[config.mk]
export PLATFORM = sky130hd
export DESIGN_NAME = inv_mix_columns_sched_flat
export DESIGN_NICKNAME = d
export VERILOG_FILES = /design/src/rtl/inv_aes_pkg.sv /design/src/rtl/inv_mix_columns_sched_if.sv /design/src/rtl/inv_mix_column_pipe.sv /design/src/rtl/inv_mix_columns_sched.sv /design/src/flat_wrapper.sv
export SDC_FILE = /design/constraint.sdc
export NUM_CORES = 1
export LEC_CHECK = 0
export ABC_AREA = 1
export CAP_MARGIN = 30
export CORE_MARGIN = 3
export CORE_UTILIZATION = 55
export DETAILED_ROUTE_END_ITERATION = 8
export GPL_TIMING_DRIVEN = 0
export MAX_ROUTING_LAYER = met4
export PLACE_DENSITY = 0.9
export SLEW_MARGIN = 20
export SYNTH_ARGS = -nofsm -noshare
export SYNTH_HDL_FRONTEND = slang
export SYNTH_SLANG_ARGS = --single-unit
[constraint.sdc]
create_clock -name clk -period 2.48 [get_ports clk]
set_clock_uncertainty 0.2 [all_clocks]
set_input_delay 0.248 -clock clk [delete_from_list [all_inputs] [get_ports clk]]
set_output_delay 0.248 -clock clk [all_outputs]
set_load 0.02 [all_outputs]
[src/rtl/inv_aes_pkg.sv]
// Shared definitions for the inverse-AES round datapath.
//   - state_t        : sequencer FSM encoding (IDLE/ISSUE/WAIT/DONE)
//   - NB_COL, COL_BITS, STATE_BITS : state geometry (4 columns of 32 bits)
//   - AES_POLY       : reduction constant for x^8+x^4+x^3+x+1
//   - IMC_C0..IMC_C3 : InvMixColumns coefficients 0e, 0b, 0d, 09
//   - gf_xtime/gf_mul: GF(2^8) arithmetic helpers
package inv_aes_pkg;

  typedef enum logic [1:0] {IDLE, ISSUE, WAIT, DONE} state_t;

  localparam int NB_COL     = 4;
  localparam int COL_BITS   = 32;
  localparam int STATE_BITS = NB_COL * COL_BITS;

  localparam logic [7:0] AES_POLY = 8'h1b;
  localparam logic [7:0] IMC_C0   = 8'h0e;
  localparam logic [7:0] IMC_C1   = 8'h0b;
  localparam logic [7:0] IMC_C2   = 8'h0d;
  localparam logic [7:0] IMC_C3   = 8'h09;

  // Multiply by x: shift with 8-bit wrap, fold the overflowed MSB back in.
  function automatic logic [7:0] gf_xtime(input logic [7:0] a);
    return {a[6:0], 1'b0} ^ (a[7] ? AES_POLY : 8'h00);
  endfunction

  // Shift-and-add multiply; only the set bits of b contribute.
  function automatic logic [7:0] gf_mul(input logic [7:0] a, input logic [7:0] b);
    logic [7:0] acc;
    logic [7:0] p;
    acc = 8'h00;
    p   = a;
    for (int i = 0; i < 8; i++) begin
      if (b[i]) acc = acc ^ p;
      p = gf_xtime(p);
    end
    return acc;
  endfunction

endpackage

[src/rtl/inv_mix_columns_sched_if.sv]
// Handshake bundle between the round logic and the InvMixColumns sequencer.
//   in_valid/in_ready/in_data    : state into the sequencer
//   out_valid/out_ready/out_data : transformed state out of the sequencer
// Data is [0:STATE_BITS-1], column-major; column k = bits [32k : 32k+31].
//
// Valid/ready: a transfer happens on a rising clock edge where valid and
// ready are both 1. A producer holds valid and data stable until that edge;
// ready may be asserted independently of valid.
// modport slave  : the sequencer side
// modport master : the producer/consumer side driving the sequencer
interface inv_mix_columns_sched_if;
  import inv_aes_pkg::*;

  logic                  in_valid;
  logic                  in_ready;
  logic [0:STATE_BITS-1] in_data;
  logic                  out_valid;
  logic                  out_ready;
  logic [0:STATE_BITS-1] out_data;

  modport slave (
    input  in_valid, in_data, out_ready,
    output in_ready, out_valid, out_data
  );

  modport master (
    output in_valid, in_data, out_ready,
    input  in_ready, out_valid, out_data
  );
endinterface

[src/rtl/inv_mix_column_pipe.sv]
// Single-column InvMixColumns datapath: a combinational 32-bit transform
// followed by COL_LAT register stages. A valid bit and a 2-bit tag travel
// alongside the data so the caller can put each result back in its slot.
// Ports:
//   clk, rst_n          : clock, asynchronous active-low reset (valid/tag)
//   in_valid/in_tag/in_col : column issued this cycle
//   bypass              : pass the column through unmodified
//   out_valid/out_tag/out_col : column leaving the last stage
module inv_mix_column_pipe
  import inv_aes_pkg::*;
#(
  parameter int COL_LAT = 4
) (
  input  logic                clk,
  input  logic                rst_n,
  input  logic                in_valid,
  input  logic [1:0]          in_tag,
  input  logic [COL_BITS-1:0] in_col,
  input  logic                bypass,
  output logic                out_valid,
  output logic [1:0]          out_tag,
  output logic [COL_BITS-1:0] out_col
);

  logic [COL_BITS-1:0] mixed;
  logic [7:0]          b0, b1, b2, b3;

  logic [COL_LAT-1:0]  vld_q;
  logic [1:0]          tag_q [COL_LAT];
  logic [COL_BITS-1:0] col_q [COL_LAT];

  // Byte 0 of a column is its most significant byte here.
  always_comb begin
    b0 = in_col[31:24];
    b1 = in_col[23:16];
    b2 = in_col[15:8];
    b3 = in_col[7:0];
    mixed = {
      gf_mul(b0, IMC_C0) ^ gf_mul(b1, IMC_C1) ^ gf_mul(b2, IMC_C2) ^ gf_mul(b3, IMC_C3),
      gf_mul(b1, IMC_C0) ^ gf_mul(b2, IMC_C1) ^ gf_mul(b3, IMC_C2) ^ gf_mul(b0, IMC_C3),
      gf_mul(b2, IMC_C0) ^ gf_mul(b3, IMC_C1) ^ gf_mul(b0, IMC_C2) ^ gf_mul(b1, IMC_C3),
      gf_mul(b3, IMC_C0) ^ gf_mul(b0, IMC_C1) ^ gf_mul(b1, IMC_C2) ^ gf_mul(b2, IMC_C3)
    };
    if (bypass) mixed = in_col;
  end

  always_ff @(posedge clk or negedge rst_n) begin
    if (!rst_n) begin
      vld_q <= '0;
      for (int i = 0; i < COL_LAT; i++) tag_q[i] <= '0;
    end else begin
      vld_q[0] <= in_valid;
      tag_q[0] <= in_tag;
      for (int i = 1; i < COL_LAT; i++) begin
        vld_q[i] <= vld_q[i-1];
        tag_q[i] <= tag_q[i-1];
      end
    end
  end

  // Data stages need no reset: nothing downstream looks at them without valid.
  always_ff @(posedge clk) begin
    col_q[0] <= mixed;
    for (int i = 1; i < COL_LAT; i++) col_q[i] <= col_q[i-1];
  end

  assign out_valid = vld_q[COL_LAT-1];
  assign out_tag   = tag_q[COL_LAT-1];
  assign out_col   = col_q[COL_LAT-1];

endmodule

[src/rtl/inv_mix_columns_sched.sv]
// Sequencer for InvMixColumns: accepts one 128-bit state, issues its four
// columns one per cycle into inv_mix_column_pipe, collects the results by tag
// and presents the full state on a valid/ready output.
// Ports:
//   clk, rst_n : clock, asynchronous active-low reset
//   bus        : inv_mix_columns_sched_if.slave (in_*/out_* handshakes)
//   bypass_i   : only with INV_MIX_COLUMNS_SCHED_BYPASS_EN; latched at accept,
//                1 = columns pass through unmodified with identical timing
//   busy       : a state is in flight (FSM not IDLE)
//   state_dbg  : current FSM state
// Optional feature macro: INV_MIX_COLUMNS_SCHED_BYPASS_EN
module inv_mix_columns_sched
  import inv_aes_pkg::*;
#(
  parameter int COL_LAT = 4
) (
  input  logic                    clk,
  input  logic                    rst_n,
  inv_mix_columns_sched_if.slave  bus,
`ifdef INV_MIX_COLUMNS_SCHED_BYPASS_EN
  input  logic                    bypass_i,
`endif
  output logic                    busy,
  output state_t                  state_dbg
);

  state_t              state_q, state_d;
  logic [1:0]          col_cnt_q;
  logic                rst_done_q;
  logic [COL_BITS-1:0] col_buf [NB_COL];
  logic [COL_BITS-1:0] res_buf [NB_COL];
  logic                accept;
  logic                byp;

  logic                pipe_valid;
  logic [1:0]          pipe_tag;
  logic [COL_BITS-1:0] pipe_col;

  // rst_done_q keeps in_ready low until the first edge after reset release.
  assign bus.in_ready  = (state_q == IDLE) && rst_done_q;
  assign bus.out_valid = (state_q == DONE);
  assign bus.out_data  = {res_buf[0], res_buf[1], res_buf[2], res_buf[3]};
  assign busy          = (state_q != IDLE);
  assign state_dbg     = state_q;
  assign accept        = bus.in_valid && bus.in_ready;

`ifdef INV_MIX_COLUMNS_SCHED_BYPASS_EN
  logic byp_q;
  always_ff @(posedge clk or negedge rst_n) begin
    if (!rst_n)      byp_q <= 1'b0;
    else if (accept) byp_q <= bypass_i;
  end
  assign byp = byp_q;
`else
  assign byp = 1'b0;
`endif

  always_comb begin
    state_d = state_q;
    case (state_q)
      IDLE:  if (accept) state_d = ISSUE;
      ISSUE: if (col_cnt_q == 2'(NB_COL - 1)) state_d = WAIT;
      WAIT:  if (pipe_valid && pipe_tag == 2'(NB_COL - 1)) state_d = DONE;
      DONE:  if (bus.out_ready) state_d = IDLE;
      default: state_d = IDLE;
    endcase
  end

  always_ff @(posedge clk or negedge rst_n) begin
    if (!rst_n) begin
      state_q    <= IDLE;
      col_cnt_q  <= '0;
      rst_done_q <= 1'b0;
      for (int k = 0; k < NB_COL; k++) begin
        col_buf[k] <= '0;
        res_buf[k] <= '0;
      end
    end else begin
      state_q    <= state_d;
      rst_done_q <= 1'b1;
      if (accept) begin
        col_cnt_q <= '0;
        for (int k = 0; k < NB_COL; k++) col_buf[k] <= bus.in_data[COL_BITS*k +: COL_BITS];
      end
      // Wraps back to 0 after the last column.
      if (state_q == ISSUE) col_cnt_q <= col_cnt_q + 2'd1;
      // With short COL_LAT results start landing while still issuing.
      if (pipe_valid) res_buf[pipe_tag] <= pipe_col;
    end
  end

  inv_mix_column_pipe #(.COL_LAT(COL_LAT)) u_pipe (
    .clk       (clk),
    .rst_n     (rst_n),
    .in_valid  (state_q == ISSUE),
    .in_tag    (col_cnt_q),
    .in_col    (col_buf[col_cnt_q]),
    .bypass    (byp),
    .out_valid (pipe_valid),
    .out_tag   (pipe_tag),
    .out_col   (pipe_col)
  );

endmodule

[src/flat_wrapper.sv]
// flat-port wrapper written by rule: the top's interface ports become plain ports
module inv_mix_columns_sched_flat import inv_aes_pkg::*;
#(
  parameter int COL_LAT = 4
)
  (clk, rst_n, busy, state_dbg, bus_in_valid, bus_in_data, bus_out_ready, bus_in_ready, bus_out_valid, bus_out_data);
  inv_mix_columns_sched_if bus_i ();
  input  logic clk;
  input  logic rst_n;
  output logic busy;
  output state_t state_dbg;
  input wire logic [$bits(bus_i.in_valid)-1:0] bus_in_valid;
  input wire logic [$bits(bus_i.in_data)-1:0] bus_in_data;
  input wire logic [$bits(bus_i.out_ready)-1:0] bus_out_ready;
  output wire logic [$bits(bus_i.in_ready)-1:0] bus_in_ready;
  output wire logic [$bits(bus_i.out_valid)-1:0] bus_out_valid;
  output wire logic [$bits(bus_i.out_data)-1:0] bus_out_data;
  assign bus_i.in_valid = bus_in_valid;
  assign bus_i.in_data = bus_in_data;
  assign bus_i.out_ready = bus_out_ready;
  assign bus_in_ready = bus_i.in_ready;
  assign bus_out_valid = bus_i.out_valid;
  assign bus_out_data = bus_i.out_data;
  inv_mix_columns_sched #(.COL_LAT(COL_LAT)) u_core (.clk(clk), .rst_n(rst_n), .bus(bus_i), .busy(busy), .state_dbg(state_dbg));
endmodule
# --- Word level (Yosys, flattened, before mapping) ---
# Memories as Yosys holds them, arrays and structs flattened.
# Index checks and enable logic that the tools add are counted.
word_totals:
  rom_bits: 0
  reg_bits: 273
  in_bits: 132
  mem_count: 1
  latch_bits: 0
  elab_cells: 117
  output_inout_bits: 133
  ram_bits: 128
mem_list:
  columns: ["memory", "words", "word_bits", "read_ports", "rd_clocked_by_memory_dff", "write_ports", "line_no", "rtl"]
  rows:
  - ["u_core.u_pipe.col_q", 4, 32, 4, 0, 4, "inv_mix_column_pipe.sv:30", "logic [COL_BITS-1:0] col_q [COL_LAT];"]
classes:
  multipliers: 0
  div: 0
  addsub: 1
  bitwise_logic: 54
  n_shift: 0
  n_mux: 25
  reduce_logical: 8
  n_eq_ne: 9
  magnitude_cmp: 3
op_table:
  columns: ["op", "n"]
  rows:
  - ["XOR 8 bit", 42]
  - ["bitwise mux 128 bit", 1]
  - ["two-way mux 32 bit", 3]
  - ["XOR 8 x 5 -> 8 bit", 10]
  - ["binary-select mux 32 bit (select 2 bit)", 1]
  - ["demux 32 bit (select 2 bit)", 1]
  - ["two-way mux 5 bit", 12]
  - ["two-way mux 2 bit", 6]
  - ["equality test 2 bit, second input constant", 4]
  - ["one-hot mux 2 bit (4 select lines)", 1]
  - [">= comparator 3 bit, second input constant", 2]
  - ["inequality test 2 x 1 -> 1 bit, second input constant", 3]
  - ["NOT 2 -> 3 bit", 2]
  - ["logical AND 1 bit", 4]
  - ["AND reduction 4 bit", 1]
  - ["nonzero test 2 bit", 2]
  - ["< comparator 3 x 1 -> 1 bit, second input constant", 1]
  - ["adder 2 x 1 -> 2 bit, second input constant", 1]
  - ["equality test 2 x 1 -> 1 bit, second input constant", 1]
  - ["logical NOT 2 bit", 1]
  - ["inequality test 2 bit, second input constant", 1]

# --- Depth between registers and ports, before layout ---
depth:
  depth_word: 14
  mapped_depth: 20
  mapped_depth_nobuf: 18

# --- Cells and area by module ---
# A second synthesis with hierarchy kept.
hier_totals:
  cells_unflattened: 2223
  area_unflattened_um2: 17934.7
by_module_without_submodules:
  columns: ["module", "cells_per_inst", "instances", "seq_area_each_um2", "area_per_inst_um2"]
  rows:
  - ["inv_mix_columns_sched", 1226, 1, 6531.3, 10802.9]
  - ["inv_mix_column_pipe", 997, 1, 2862.7, 7131.8]

# --- Worst setup path before layout ---
# OpenSTA, ideal clock, no wires.
synth_path:
  kind: "reg2reg"
  from: "reg u_core.state_q[0], in the netlist u_core.state_dbg[0]"
  to: "reg u_core.col_buf[54] (netlist name)"
  arrival_time_ns: 1.813
  path_buffers: 2
  setup_time_ns: 0.133
  path_slack_ns: 0.335
  t_required_ns: 2.147
  synth_period_minus_slack_ns: 2.145
  stages_incl_launch_ff: 10
  path_cell_list: "dfrtp_1 -> inv_1 -> ha_1 -> nand2_1 -> inv_1 -> nand2_1 -> inv_1 -> clkbuf_1 -> clkbuf_1 -> o21ai_0"
synth_between:
  elab_chain_cells: 3
synth_lines:
  columns: ["item", "line_no", "rtl"]
  rows:
  - ["start, declared", "inv_mix_columns_sched.sv:27", "state_t state_q, state_d;"]
  - ["start signal, assigned", "inv_mix_columns_sched.sv:79", "state_q <= state_d;"]
  - ["logical NOT 2 bit", "inv_mix_columns_sched.sv:40", "assign bus.in_ready = (state_q == IDLE) && rst_done_q;"]
  - ["logical AND 1 bit", "inv_mix_columns_sched.sv:40", null]
  - ["named net bus_in_ready", "flat_wrapper.sv:15", "output wire logic [$bits(bus_i.in_ready)-1:0] bus_in_ready;"]
  - ["logical AND 1 bit", "inv_mix_columns_sched.sv:45", "assign accept = bus.in_valid && bus.in_ready;"]
  - ["end signal, assigned by index", "inv_mix_columns_sched.sv:75", "col_buf[k] <= '0;"]
  - ["end, declared", "inv_mix_columns_sched.sv:30", "logic [COL_BITS-1:0] col_buf [NB_COL];"]
# The timed path passes the listed nets, and every way through them passes these cells.
# A chain may end at the register's enable or synchronous reset.

==> out/qor.txt <==
outcome = complete, but fails checks
failing checks = setup timing
Max stage delay on crit path = 0.41 ns
I/O Pins = 265
reg2reg path depth = 11
flops & latches, synth = 401
total clock sinks = 401
Tmin final = 2.610 ns
critical path fanouts, max = 10
post-synthesis simple-gate area fraction = 0.3105
Worst Path Buf+Inv = 4
most frequent cells in the layout = nand2_1 (914), dfrtp_1 (273), clkdlybuf4s50_1 (261)
Antenna Nets Post-Route = 0
Crit Path Category = flip-flop to flip-flop
Fmax = 383.1 MHz
setup TNS = -0.7550 ns
hold path depth = 3
CTS Buf Count = 39
mapped cell area = 0.01789 sq mm
vias per cell = 5.652
CP max stage cell = dfrtp_1
Syn-to-layout area delta = 42.08%
post-DP HPWL = 41470 um
worst r2r dst = u_core.u_pipe.col_q[0][6]
GRT overflow = 0
Hold Crit Start = bus_in_data[69]
drt first pass iters = 6
relative slew slack = 0.5921
sequential share of the synthesized area = 0.5250
CTS Buffer Depth = 3
DRC Markers = 0
FF-to-FF Start = u_core.col_cnt_q[0]
all-layer global routing usage = 0.3284
Worst Tran Pin Value = 0.6119 ns
asr flop ratio synth = 0.6808
WL/cell = 19.82 um
Synth Instances = 2232
largest cells by area after synthesis = dfrtp_1 (38%), nand2_1 (23%), dfxtp_1 (14%)
final worst slack = -0.1302 ns
first-pass GRT wire length = 88460 um
# rows = 65
commonest non-fill, non-tap cell in the layout = nand2_1
Die Area = 0.03473 sq mm
Mapped Nets = 2370
ys flop type = dfrtp_1
Critical Path RT = 2.70 ns
height of the die = 186.4 um
Final Setup Violations = 16
Multi-input gate area = 0.009291 sq mm
fraction of layout cells with a size suffix above 1 = 0.2237
Synth Area in Compound Gates = 0.04238
Synth Area in XOR/XNOR = 0.06944
CP startpoint kind = flip-flop
Clock Tree Root = clkbuf_16
Final Util = 0.7994
Avg Inst Size Synth = 8.016 sq um
CTS HTree Levels = 2
endpoint type of the worst setup path = flip-flop
main combinational cell family by area after synthesis = simple AND/OR/NAND/NOR gates
RSZ-0062 raised after global routing = yes
1st-iter DRT viols = 1699
Fin. Hold Viols = 0
CP top delay family = XOR/XNOR gates
HP Class = primary input to flip-flop
Top cell by count, worst path = xor2_1
worst hold endpoint = u_core.col_buf[69]
GPL Wtd Cong = 1.004
Layout fillers = 1853
Worst path depth = 11
Worst EP arrival = 2.83 ns
Yosys top cell by area = dfrtp_1
crit-path cells = buf_12 > inv_12 > buf_8 > nand2_1 > nand3_2 > nand2_4 > buf_4 > xnor2_4 > xor2_2 > xor2_1 > xor2_1
Slew Limit Fails = 0
Clk Latency, worst-skew pair = 0.54 ns
Core Region = 0.03180 sq mm
IO Port Bufs = 264
CTS tree = yes
NumNets Final = 2789
register area = 0.009394 sq mm
largest net degree at the start of global routing = 110
Worst-path clk slew = 0.06 ns
Synth Warn # = 0
vias in the first global route = 16420
antenna cells = 0
Post-synth EDFFs = 0
Via Count = 17620
Die X = 186.4 um
proportion of synthesized area in mux cells = 0
initial antenna violation count = 0
max cap viols = 0
Initial Util = 0.5627
reg2reg setup slack = -0.13 ns
Synth top area share = 0.3818
count of cell types in the netlist = 33
Adder-Cell Fraction of Synth Area = 0.004196
Final period util = 1.052
overall routed net length = 61770 um
==> layout make-up <==
cell class / instances / area share
Timing Repair inverter: 1 / 0.0003445
Tap cell: 435 / 0.02141
Multi-Input combinational cell: 1637 / 0.3655
Clock inverter: 21 / 0.007137
Inverter: 119 / 0.01983
Timing Repair Buffer: 376 / 0.1478
Buffer: 76 / 0.02269
Sequential cell: 401 / 0.3695
Clock buffer: 51 / 0.04577
==> metrics by stage <==
stage	std cells	setup slack, ns	hold WS (ns)	cell area [sq um]
floorplan	2232	0.3345	-0.2476	17890
global placement	2931	-9.845	0.1103	21080
detailed placement	2933	-0.4040	0.06219	21140
CTS	3051	-0.05394	0.04079	23410
global route	3117	-0.2109	0.05806	25420
finish	3117	-0.1302	0.04910	25420
==> logic make-up after synthesis <==
kind of cell    Yosys count
compound gates          150
buf+inv                 196
xor+xnor                130
other cells               1
flops                   401
simple gates           1348
fa+ha+maj                 6
==> worst min-delay path: cells and delay by family <==
family / cells / cell delay (ns)
buffers and inverters: 1 / 0.39
and+or+nand+nor: 2 / 0.10
==> registers in the layout, indices dropped and copies added, names as in the netlist <==
register	cells
u_core.u_pipe.tag_q	6
u_core.state_dbg	2
u_core.bus.out_data	128
u_core.rst_done_q	1
u_core.u_pipe.vld_q	4
u_core.u_pipe.out_tag	2
u_core.col_buf	128
u_core.u_pipe.col_q	128
u_core.col_cnt_q	2
==> worst max-delay path by stage <==
stage	from	to	slack, ns
global placement	rst_n	u_core.col_buf[101]	-9.84
global route	u_core.col_cnt_q[0]	u_core.u_pipe.col_q[0][12]	-0.21
finish	u_core.col_cnt_q[0]	u_core.u_pipe.col_q[0][6]	-0.13
detailed placement	u_core.col_cnt_q[1]	u_core.u_pipe.col_q[0][4]	-0.40
floorplan	u_core.state_dbg[0]	u_core.col_buf[54]	0.33
CTS	u_core.col_cnt_q[0]	u_core.u_pipe.col_q[0][4]	-0.05
==> synth_stat cells, types with 2 or more instances <==
library cell and n:
xnor2_1 38, xor2_2 3, ha_1 6, nand4_1 2, nand3_2 9, dfxtp_1 128
inv_2 11, xnor2_4 2, nand3_1 151, nand3b_1 6, xnor2_2 4, buf_2 4
buf_1 3, xor2_1 82, or2_1 2, clkbuf_1 50, nand2_2 51, dfrtp_1 273
o21ai_0 146, buf_4 10, nand2_4 12, inv_1 106, buf_6 10, nor2_1 23
nand2_1 1092
==> metal layers <==
layer / global-route usage / share of wire
met5: - / 0
met4: 0.1483 / 0.074
met3: 0.04772 / 0.091
met2: 0.5568 / 0.48
met1: 0.3914 / 0.36
==> what timing repair did <==
item | in CTS | in global routing
resized for setup | 130 | 362
setup buffers | 44 | 62
pin swaps | 35 | 117
endpoints found under the setup margin | 143 | 142
gates cloned | 1 | 6
hold endpoints to repair | 74 | 0
hold buffers | 1 | 0
Power is left out: the tool's default activity adds up to more than one toggle a clock period on the data nets, which glitch-free logic cannot reach.
